## config.mk

```make
export PLATFORM = sky130hd
export DESIGN_NAME = pat192_sched
export DESIGN_NICKNAME = d
export VERILOG_FILES = /design/src/rtl/pat192_pkg.sv /design/src/rtl/pat192_pace.sv /design/src/rtl/pat192_sched.sv
export SDC_FILE = /design/constraint.sdc
export NUM_CORES = 1
export LEC_CHECK = 0
export BUFFER_PORTS_ARGS = -buffer_cell sky130_fd_sc_hd__buf_2
export CELL_PAD_IN_SITES_DETAIL_PLACEMENT = 0
export CELL_PAD_IN_SITES_GLOBAL_PLACEMENT = 1
export CORE_UTILIZATION = 35
export DETAILED_ROUTE_END_ITERATION = 7
export GPL_ROUTABILITY_DRIVEN = 0
export PLACE_DENSITY = 0.8
export REMOVE_ABC_BUFFERS = 1
export SLEW_MARGIN = 20
export SYNTH_ARGS = -nofsm -noshare
export SYNTH_HDL_FRONTEND = slang
export SYNTH_SLANG_ARGS = --single-unit
```

## constraint.sdc

```tcl
create_clock -name clk -period 3.15 [get_ports clk]
set_input_delay 0 -clock clk [delete_from_list [all_inputs] [get_ports clk]]
set_output_delay 0 -clock clk [all_outputs]
set_load 0.005 [all_outputs]
```

## src/rtl/pat192_pkg.sv

```systemverilog
// pat192_pkg: shared lane geometry, FSM encoding and lane value helper
package pat192_pkg;
  localparam int LANE_W = 12;
  localparam int LANES = 16;
  localparam int WORD_W = LANE_W * LANES;
  localparam logic [1:0] S_IDLE = 2'd0;
  localparam logic [1:0] S_RUN = 2'd1;
  localparam logic [1:0] S_GAP = 2'd2;
  function automatic logic [LANE_W-1:0] lane_val(input logic [11:0] seq, input logic [3:0] k);
    return seq * 12'd16 + {8'd0, k};
  endfunction
endpackage

```

## src/rtl/pat192_pace.sv

```systemverilog
// pat192_pace: burst word counting and gap timing; gap_active means more gap cycles remain after this one
module pat192_pace (
  input  logic       clk,
  input  logic       reset,
  input  logic       clr,
  input  logic       xfer,
  input  logic [7:0] burst_len,
  input  logic [7:0] gap_len,
  output logic       burst_done,
  output logic       gap_active
);
  logic [7:0] bcnt_q, gcnt_q;
  assign burst_done = xfer && burst_len != 8'd0 && bcnt_q == burst_len - 8'd1;
  assign gap_active = gcnt_q != 8'd0;
  // burst counter advances on transfers only; gap counter loads on burst end and drains per cycle
  always_ff @(posedge clk or posedge reset) begin
    if (reset) begin
      bcnt_q <= '0;
      gcnt_q <= '0;
    end else if (clr) begin
      bcnt_q <= '0;
      gcnt_q <= '0;
    end else begin
      if (xfer) bcnt_q <= burst_done ? 8'd0 : bcnt_q + 8'd1;
      gcnt_q <= (burst_done && gap_len != 8'd0) ? gap_len - 8'd1 : gap_active ? gcnt_q - 8'd1 : gcnt_q;
    end
  end
endmodule

```

## src/rtl/pat192_sched.sv

```systemverilog
// pat192_sched: paced 192-bit test pattern generator with optional timestamp words
module pat192_sched
  import pat192_pkg::*;
(
  input  logic              clk,
  input  logic              reset,
  input  logic              enable,
  input  logic [7:0]        burst_len,
  input  logic [7:0]        gap_len,
  input  logic [7:0]        ts_period,
  input  logic              full,
  output logic              push,
  output logic [WORD_W-1:0] data,
  output logic              sendtime,
  output logic [31:0]       sent_cnt,
  output logic              busy
);
  logic [1:0] state_q, state_d;
  logic [7:0] blen_q, glen_q, tsp_q, ts_cnt_q;
  logic [11:0] seq_q;
  logic [31:0] cyc_q, sent_q;
  logic start, xfer, ts_hit, burst_done, gap_active;
  assign start = state_q == S_IDLE && enable;
  assign xfer = state_q == S_RUN && !full;
  assign push = xfer;
  assign ts_hit = tsp_q != 8'd0 && ts_cnt_q == tsp_q - 8'd1;
  assign sendtime = state_q == S_RUN && ts_hit;
  assign busy = state_q != S_IDLE;
  assign sent_cnt = sent_q;
  pat192_pace u_pace (
    .clk(clk),
    .reset(reset),
    .clr(start),
    .xfer(xfer),
    .burst_len(blen_q),
    .gap_len(glen_q),
    .burst_done(burst_done),
    .gap_active(gap_active)
  );
  // next state: enable low always returns to IDLE; RUN drops into GAP only when a gap is configured
  always_comb begin
    state_d = state_q == S_IDLE ? (enable ? S_RUN : S_IDLE) :
              !enable ? S_IDLE :
              state_q == S_RUN ? ((burst_done && glen_q != 8'd0) ? S_GAP : S_RUN) :
              gap_active ? S_GAP : S_RUN;
  end
  // lane pattern from seq, with the low 36 bits replaced by the cycle count on timestamp words
  always_comb begin
    data = '0;
    for (int k = 0; k < LANES; k++) data[k*LANE_W +: LANE_W] = lane_val(seq_q, 4'(k));
    if (sendtime) data[35:0] = {4'd0, cyc_q};
  end
  // state, latched config, word index, timestamp phase and counters
  always_ff @(posedge clk or posedge reset) begin
    if (reset) begin
      state_q <= S_IDLE;
      blen_q <= '0;
      glen_q <= '0;
      tsp_q <= '0;
      ts_cnt_q <= '0;
      seq_q <= '0;
      cyc_q <= '0;
      sent_q <= '0;
    end else begin
      state_q <= state_d;
      cyc_q <= cyc_q + 32'd1;
      if (start) begin
        blen_q <= burst_len;
        glen_q <= gap_len;
        tsp_q <= ts_period;
      end
      if (start) ts_cnt_q <= '0;
      else if (xfer) ts_cnt_q <= ts_hit ? 8'd0 : ts_cnt_q + 8'd1;
      if (xfer) begin
        seq_q <= seq_q == 12'd255 ? 12'd0 : seq_q + 12'd1;
        sent_q <= sent_q + 32'd1;
      end
    end
  end
endmodule

```

## Word-level counts from Yosys, hierarchy flattened

Cells that the tools add are included.

| storage, ports and cells | value |
|---|---|
| output and inout bits | 227 |
| bits in writable memories | 0 |
| bits in read-only memories | 0 |
| register bits | 126 |
| memories | 0 |
| bits in latches | 0 |
| input bits | 28 |
| word-level logic and storage cells | 71 |

| cells by class | value |
|---|---|
| shift-type cells | 0 |
| $add $sub $neg | 24 |
| reductions and logical operators | 16 |
| multiply operators | 0 |
| multiplexer cells | 17 |
| equal/unequal tests | 4 |
| bitwise gates (word level) | 0 |
| div/mod/pow operators | 0 |
| magnitude comparators | 0 |

Operator list:

| kind | number |
|---|---|
| adder 12 x 4 -> 12 bit (second input constant) | 8 |
| 2-to-1 mux 8 bit | 9 |
| adder 32 x 1 -> 32 bit (second input constant) | 2 |
| adder 12 x 3 -> 12 bit (second input constant) | 4 |
| 2-to-1 mux 36 bit | 1 |
| nonzero test 8 bit | 4 |
| subtractor 8 x 1 -> 8 bit (second input constant) | 4 |
| adder 12 x 1 -> 12 bit (second input constant) | 2 |
| adder 12 x 2 -> 12 bit (second input constant) | 2 |
| adder 8 x 1 -> 8 bit (second input constant) | 2 |
| equality test 8 bit | 2 |
| equality test 12 x 8 -> 1 bit (second input constant) | 1 |
| 2-to-1 mux 12 bit | 1 |
| 2-to-1 mux 2 bit | 5 |
| logical AND 1 bit | 7 |
| nonzero test 2 bit | 2 |
| nonzero test 3 bit | 1 |
| equality test 2 x 1 -> 1 bit (second input constant) | 1 |
| logical NOT 2 bit | 1 |
| logical NOT 1 bit | 1 |
| 2-to-1 mux 1 bit | 1 |

## Depth between registers and ports, before layout

| depth | value |
|---|---|
| depth in word-level cells | 9 |
| mapped depth | 15 |
| mapped depth without buffers | 14 |

## Hierarchy

A second synthesis with hierarchy kept.

| unflattened totals | value |
|---|---|
| cells, all modules | 809 |
| area, all modules | 7927.6 um^2 |

Modules (own cells, without submodules):

| module | instances | cells each | area an instance (um^2) | seq. area each (um^2) |
|---|---|---|---|---|
| pat192_sched | 1 | 646 | 6563.8 | 2752.6 |
| pat192_pace | 1 | 163 | 1363.8 | 400.4 |

## Worst setup path before layout

OpenSTA, ideal clock, no wires.

| timing | value |
|---|---|
| path kind | register to register |
| start | reg blen_q[0] |
| end | reg u_pace.gcnt_q[6] |
| library setup time | 130 ps |
| path slack | 13 ps |
| path buffers | 1 |
| stages on the path, launching flop included | 16 |
| arrival | 3007 ps |
| period minus slack after synthesis | 3137 ps |
| data required time | 3020 ps |
| path through | dfrtp_1 > inv_1 > ha_1 > xnor2_1 > nor3_1 > nand4_1 > a2111oi_2 > buf_4 > mux2i_1 > ha_1 > nand2_1 > or3_1 > xor2_1 > nor2_1 > mux2i_1 > nor2_1 |

| between the ends | value |
|---|---|
| longest elaborated chain between the ends | 6 |
| elaborated cells between the ends (all ways) | 9 |
| classes of those cells | 1 x add/sub; 1 x eq/ne; 2 x mux; 5 x reduce/logical |

Ends and longest elaborated chain:

| element | line | RTL |
|---|---|---|
| start, declared | pat192_sched.sv:19 | `logic [7:0] blen_q, glen_q, tsp_q, ts_cnt_q;` |
| start signal, assigned | pat192_sched.sv:68 | `blen_q <= burst_len;` |
| subtractor 8 x 1 -> 8 bit / nonzero test 8 bit (equally long branches) | pat192_pace.sv:13 | `assign burst_done = xfer && burst_len != 8'd0 && bcnt_q == burst_len - 8'd1;` |
| equality test 8 bit / logical AND 1 bit (equally long branches) | pat192_pace.sv:13 |  |
| logical AND 1 bit (*) | pat192_pace.sv:13 |  |
| logical AND 1 bit (*) | pat192_pace.sv:25 | `gcnt_q <= (burst_done && gap_len != 8'd0) ? gap_len - 8'd1 : gap_active ? gcnt_q - 8'd1 : gcnt_q;` |
| 2-to-1 mux 8 bit | pat192_pace.sv:25 |  |
| 2-to-1 mux 8 bit | pat192_pace.sv:20 | `end else if (clr) begin` |
| end signal, assigned | pat192_pace.sv:25 |  |
| end, declared | pat192_pace.sv:12 | `logic [7:0] bcnt_q, gcnt_q;` |

Every way passes the cells marked *; elsewhere a longest branch is shown, timed or not.
A chain may end at the register's enable or synchronous reset.

## Worst setup path after layout

| timing | value |
|---|---|
| start | reg u_pace.bcnt_q[5] |
| end | reg u_pace.gcnt_q[6] |

| between the ends | value |
|---|---|
| longest elaborated chain between the ends | 5 |
| elaborated cells between the ends (all ways) | 6 |
| classes of those cells | 1 x eq/ne; 2 x mux; 3 x reduce/logical |

Ends and longest elaborated chain:

| element | line | RTL |
|---|---|---|
| start, declared | pat192_pace.sv:12 |  |
| start signal, assigned | pat192_pace.sv:24 | `if (xfer) bcnt_q <= burst_done ? 8'd0 : bcnt_q + 8'd1;` |
| equality test 8 bit (*) | pat192_pace.sv:13 |  |
| logical AND 1 bit (*) | pat192_pace.sv:13 |  |
| logical AND 1 bit (*) | pat192_pace.sv:25 |  |
| 2-to-1 mux 8 bit | pat192_pace.sv:25 |  |
| 2-to-1 mux 8 bit | pat192_pace.sv:20 |  |

Marks and branches as above.

==> impl_table.tex <==
\begin{tabular}{lr}
\hline
Metric & Value \\
\hline
\multicolumn{2}{l}{\textbf{Place}} \\
\quad Estimated wirelength of the detail-placed design & 11.9 mm \\
\quad Placed standard-cell area & 8110 µm² \\
\quad Number of placed cells counting well taps & 1160 \\
\quad Place WS & 0.117 ns \\
\quad I/O Buffers & 202 \\
\multicolumn{2}{l}{\textbf{Clock tree}} \\
\quad H-tree depth reported by CTS & 4 \\
\quad Clock Sinks & 126 \\
\quad Maximum buffer depth of the clock tree & 2 \\
\quad TritonCTS clock tree & yes \\
\quad Cell at the root of the clock tree & sky130\_fd\_sc\_hd\_\_clkbuf\_16 \\
\quad Number of buffers inserted during clock tree synthesis & 17 \\
\quad Worst-Skew Late Latency & 0.42 ns \\
\quad Clk pin slew, worst setup/hold paths & 0.06 ns \\
\multicolumn{2}{l}{\textbf{Power}} \\
\quad Static leakage & 4.64 nW \\
\quad Worst supply voltage drop on vdd & 0.368 mV \\
\quad Total power after layout & 0.00548 W \\
\quad Power per cell area & 609 nW/µm² \\
\multicolumn{2}{l}{\textbf{Die}} \\
\quad Core region area & 21300 µm² \\
\quad Die area & 22600 µm² \\
\quad Site row count & 53 \\
\quad I/O pin count & 255 \\
\quad Initial Utilization & 36.2\% \\
\quad Vertical die dimension & 150 µm \\
\quad Die width & 150 µm \\
\multicolumn{2}{l}{\textbf{Global route}} \\
\quad Met1 usage & 20.0\% \\
\quad Number of global-route vias before repair & 5135 \\
\quad Met2 usage & 24.0\% \\
\quad First-pass GRT wire length & 26.7 mm \\
\quad Highest-utilization routing layer at the global route stage & met2 \\
\quad Maximum number of pins on one net before global-route repair & 78 \\
\quad Remaining global-route overflow & 0 \\
\quad Initial antenna violation count & 0 \\
\quad Total global routing track utilization & 15.1\% \\
\quad Met3 track demand over resource & 3.55\% \\
\multicolumn{2}{l}{\textbf{Critical path}} \\
\quad Start-to-end type of the worst setup path & reg2reg \\
\quad FF-to-FF path depth & 13 \\
\quad Worst-path maximum fanout & 9 \\
\quad WP data arrival & 3.20 ns \\
\quad Critical Path Sink Type & register \\
\quad Critical path launch point type & register \\
\quad Required time reported for the critical path endpoint & 3.45 ns \\
\multicolumn{2}{l}{\textbf{Drt}} \\
\quad Starting DRT DRC Count & 208 \\
\quad Vias per Instance & 4.62 \\
\quad Post-route DRC violation count & 0 \\
\quad Number of nets with antenna violations after routing & 0 \\
\quad Vias after detailed routing & 5632 \\
\quad Total routed wirelength & 16.5 mm \\
\quad Average routed wire per standard cell & 13.5 µm \\
\quad Initial DRT Pass Iterations & 6 \\
\multicolumn{2}{l}{\textbf{Yosys}} \\
\quad Number of instances in the synthesized netlist & 793 \\
\quad Avg Inst Size Synth & 9.71 µm² \\
\quad Post-synthesis async set-or-reset flop share & 100\% \\
\quad Top-area cell type share of the netlist area & 41.0\% \\
\quad Synthesis-stage register bit count & 126 \\
\quad Number of unique standard cell types used by synthesis & 61 \\
\quad Share of the yosys chip area belonging to registers & 41.0\% \\
\quad Number of synthesized flops with an enable pin & 0 \\
\quad Synth top area cells & sky130\_fd\_sc\_hd\_\_dfrtp\_1 41\%, sky130\_fd\_sc\_hd\_\_buf\_4 15\%, sky130\_fd\_sc\_hd\_\_xnor2\_1 7.2\% \\
\quad Top FF cell, synth & sky130\_fd\_sc\_hd\_\_dfrtp\_1 \\
\quad Post-synthesis instance area & 7700 µm² \\
\quad Post-synth top area cell & sky130\_fd\_sc\_hd\_\_dfrtp\_1 \\
\quad Synth warn & 0 \\
\multicolumn{2}{l}{\textbf{Finish}} \\
\quad Sequential standard cell area & 3150 µm² \\
\quad Final net count & 968 \\
\quad Layout area overhead & 17.0\% \\
\quad Number of fill cells & 2106 \\
\quad Non-Filler Cell Area, Final & 9010 µm² \\
\quad Commonest cells after routing, fill and taps aside & 202 x sky130\_fd\_sc\_hd\_\_buf\_2, 126 x sky130\_fd\_sc\_hd\_\_dfrtp\_1, 65 x sky130\_fd\_sc\_hd\_\_nand2\_1, 63 x sky130\_fd\_sc\_hd\_\_xnor2\_1, 52 x sky130\_fd\_sc\_hd\_\_conb\_1 \\
\quad Multi-input combinational cell area & 3460 µm² \\
\quad Final instance count without filler cells & 1219 \\
\quad Fraction of layout instances using a drive strength above 1 & 29.9\% \\
\quad Most frequent standard cell in the layout excluding fill and tap cells & sky130\_fd\_sc\_hd\_\_buf\_2 \\
\quad N\_diodes & 0 \\
\multicolumn{2}{l}{\textbf{Timing}} \\
\quad Worst path setup slack after routing & 0.247 ns \\
\quad Count of final setup violators & 0 \\
\quad Final count of pins violating max slew & 0 \\
\quad Clock period minus worst slack & 2.90 ns \\
\quad Post-route fraction of the period consumed by the critical path & 92.2\% \\
\quad Worst slew pin tran & 0.811 ns \\
\quad Maximum clock frequency & 0.344 GHz \\
\quad Setup repair after global routing missed its margin & yes \\
\quad Number of hold violations in the final report & 0 \\
\quad Final Skew & 0.0118 ns \\
\quad Worst rel slew slack & 45.6\% \\
\multicolumn{2}{l}{\textbf{Hold path}} \\
\quad Cell depth of the worst min-delay path & 4 \\
\quad Type of the most critical hold path & in2reg \\
\multicolumn{2}{l}{\textbf{Flow run}} \\
\quad Maximum capacitance violations & 0 \\
\multicolumn{2}{l}{\textbf{Run status}} \\
\quad Status & completed \\
\hline
\end{tabular}
timing repair:
action	in CTS	in global routing
hold buffers	26	0
resized for setup	0	5
endpoints found under the setup margin	0	18
hold endpoints to repair	103	0
buffers inserted	0	1
worst max-delay path: stages (launching register included):
cell and delay, ns:
sky130_fd_sc_hd__dfrtp_1 0.47, sky130_fd_sc_hd__or2_0 0.25, sky130_fd_sc_hd__a221oi_1 0.26, sky130_fd_sc_hd__nor2_1 0.12
sky130_fd_sc_hd__a2111oi_2 0.36, sky130_fd_sc_hd__buf_4 0.18, sky130_fd_sc_hd__mux2i_1 0.19, sky130_fd_sc_hd__ha_1 0.18
sky130_fd_sc_hd__nand2_1 0.07, sky130_fd_sc_hd__or3_1 0.33, sky130_fd_sc_hd__xor2_1 0.13, sky130_fd_sc_hd__nor2_1 0.05
sky130_fd_sc_hd__mux2i_1 0.14, sky130_fd_sc_hd__nor2_1 0.06
routing by layer:
metal  up-vias  part of all wire, %  wire length (µm)
met5         -                    0                 0
met4         0                  1.6               270
met2       158                   48              7920
li1       2760                    -                 -
met1      2696                   46              7600
met3        18                  4.2               695
metrics by stage:
step,util [%],hold slack [ns],setup TNS (ns)
floorplan,-,0.117,-26.71
global placement,38.1,0.215,0
detailed placement,38.1,0.223,0
CTS,42.2,0.163,0
global route,42.3,0.218,-0.0283
finish,42.3,0.163,0
flip-flops by register name (all words and copies together), names as in the netlist:
signal         flops
cyc_q             32
sent_cnt          32
seq_q             12
blen_q             8
glen_q             8
ts_cnt_q           8
tsp_q              8
u_pace.bcnt_q      8
u_pace.gcnt_q      8
state_q            2
cells by family (layout without fill, tap and decap cells):
kind of cell	count (synthesis)	after routing	synth area share (%)
flip-flops	126	126	41.0
other	2	52	0.0975
multiplexers	36	36	5.18
XOR/XNOR	94	94	10.9
adder cells (fa/ha/maj)	9	9	1.46
AND/OR/NAND/NOR	261	261	17.6
AO/OA/AOI/OAI	75	75	6.71
buffers and inverters	190	291	17.1
worst paths after layout:
| kind | from | endpoint | slack, ns |
|---|---|---|---|
| setup / recovery | u_pace.bcnt_q[5] | u_pace.gcnt_q[6] | 0.25 |
| hold / removal | full | sent_cnt[0] | 0.16 |
| setup reg to reg | u_pace.bcnt_q[5] | u_pace.gcnt_q[6] | 0.25 |
| hold reg to reg | cyc_q[31] | cyc_q[31] | 0.46 |
| max in group asynchronous | reset | state_q[0] | 2.18 |
| min in group asynchronous | reset | sent_cnt[5] | 0.25 |
cell type report:
class                           instances  share of cell area [%]
Multi-Input combinational cell        527                    38.4
Inverter                               19                   0.847
Sequential cell                       126                    35.0
Clock inverter                         15                    1.94
Clock buffer                           17                    4.72
Tap cell                              275                    3.82
Timing Repair Buffer                  240                    15.3
cell usage after synthesis, types with 2 or more instances:
| cell | n |
|---|---|
| sky130_fd_sc_hd__xnor2_1 | 63 |
| sky130_fd_sc_hd__buf_4 | 158 |
| sky130_fd_sc_hd__or3_1 | 3 |
| sky130_fd_sc_hd__a21oi_1 | 10 |
| sky130_fd_sc_hd__conb_1 | 2 |
| sky130_fd_sc_hd__a211oi_1 | 5 |
| sky130_fd_sc_hd__xor2_1 | 30 |
| sky130_fd_sc_hd__nand4_1 | 15 |
| sky130_fd_sc_hd__a21o_1 | 14 |
| sky130_fd_sc_hd__a31oi_1 | 8 |
| sky130_fd_sc_hd__ha_1 | 9 |
| sky130_fd_sc_hd__nand3_1 | 31 |
| sky130_fd_sc_hd__a32o_1 | 2 |
| sky130_fd_sc_hd__nor2b_1 | 3 |
| sky130_fd_sc_hd__nor2_1 | 46 |
| sky130_fd_sc_hd__dfrtp_1 | 126 |
| sky130_fd_sc_hd__nor4_1 | 2 |
| sky130_fd_sc_hd__or2_2 | 2 |
| sky130_fd_sc_hd__nand3b_1 | 2 |
| sky130_fd_sc_hd__nor3b_1 | 7 |
| sky130_fd_sc_hd__o21ai_1 | 6 |
| sky130_fd_sc_hd__mux2i_1 | 5 |
| sky130_fd_sc_hd__o21ai_0 | 16 |
| sky130_fd_sc_hd__and2_1 | 17 |
| sky130_fd_sc_hd__clkbuf_1 | 11 |
| sky130_fd_sc_hd__nor4b_1 | 3 |
| sky130_fd_sc_hd__mux2_1 | 11 |
| sky130_fd_sc_hd__mux2_2 | 20 |
| sky130_fd_sc_hd__nand2_1 | 65 |
| sky130_fd_sc_hd__and3_1 | 18 |
| sky130_fd_sc_hd__a211o_1 | 2 |
| sky130_fd_sc_hd__inv_2 | 2 |
| sky130_fd_sc_hd__inv_1 | 16 |
| sky130_fd_sc_hd__and4_1 | 3 |
| sky130_fd_sc_hd__nor3_1 | 23 |
| sky130_fd_sc_hd__a22o_1 | 2 |
| sky130_fd_sc_hd__nand2b_1 | 11 |
power breakdown:
| part | total [W] | switching [W] | leakage [nW] | internal [W] |
|---|---|---|---|---|
| Sequential | 0.00211 | 0.000324 | 1.65 | 0.00179 |
| Clock | 0.00201 | 0.000814 | 0.286 | 0.00119 |
| Combinational | 0.00137 | 0.000645 | 2.70 | 0.000721 |
| Total | 0.00548 | 0.00178 | 4.64 | 0.00370 |
No activity file was read; power rests on OpenSTA's default activity.
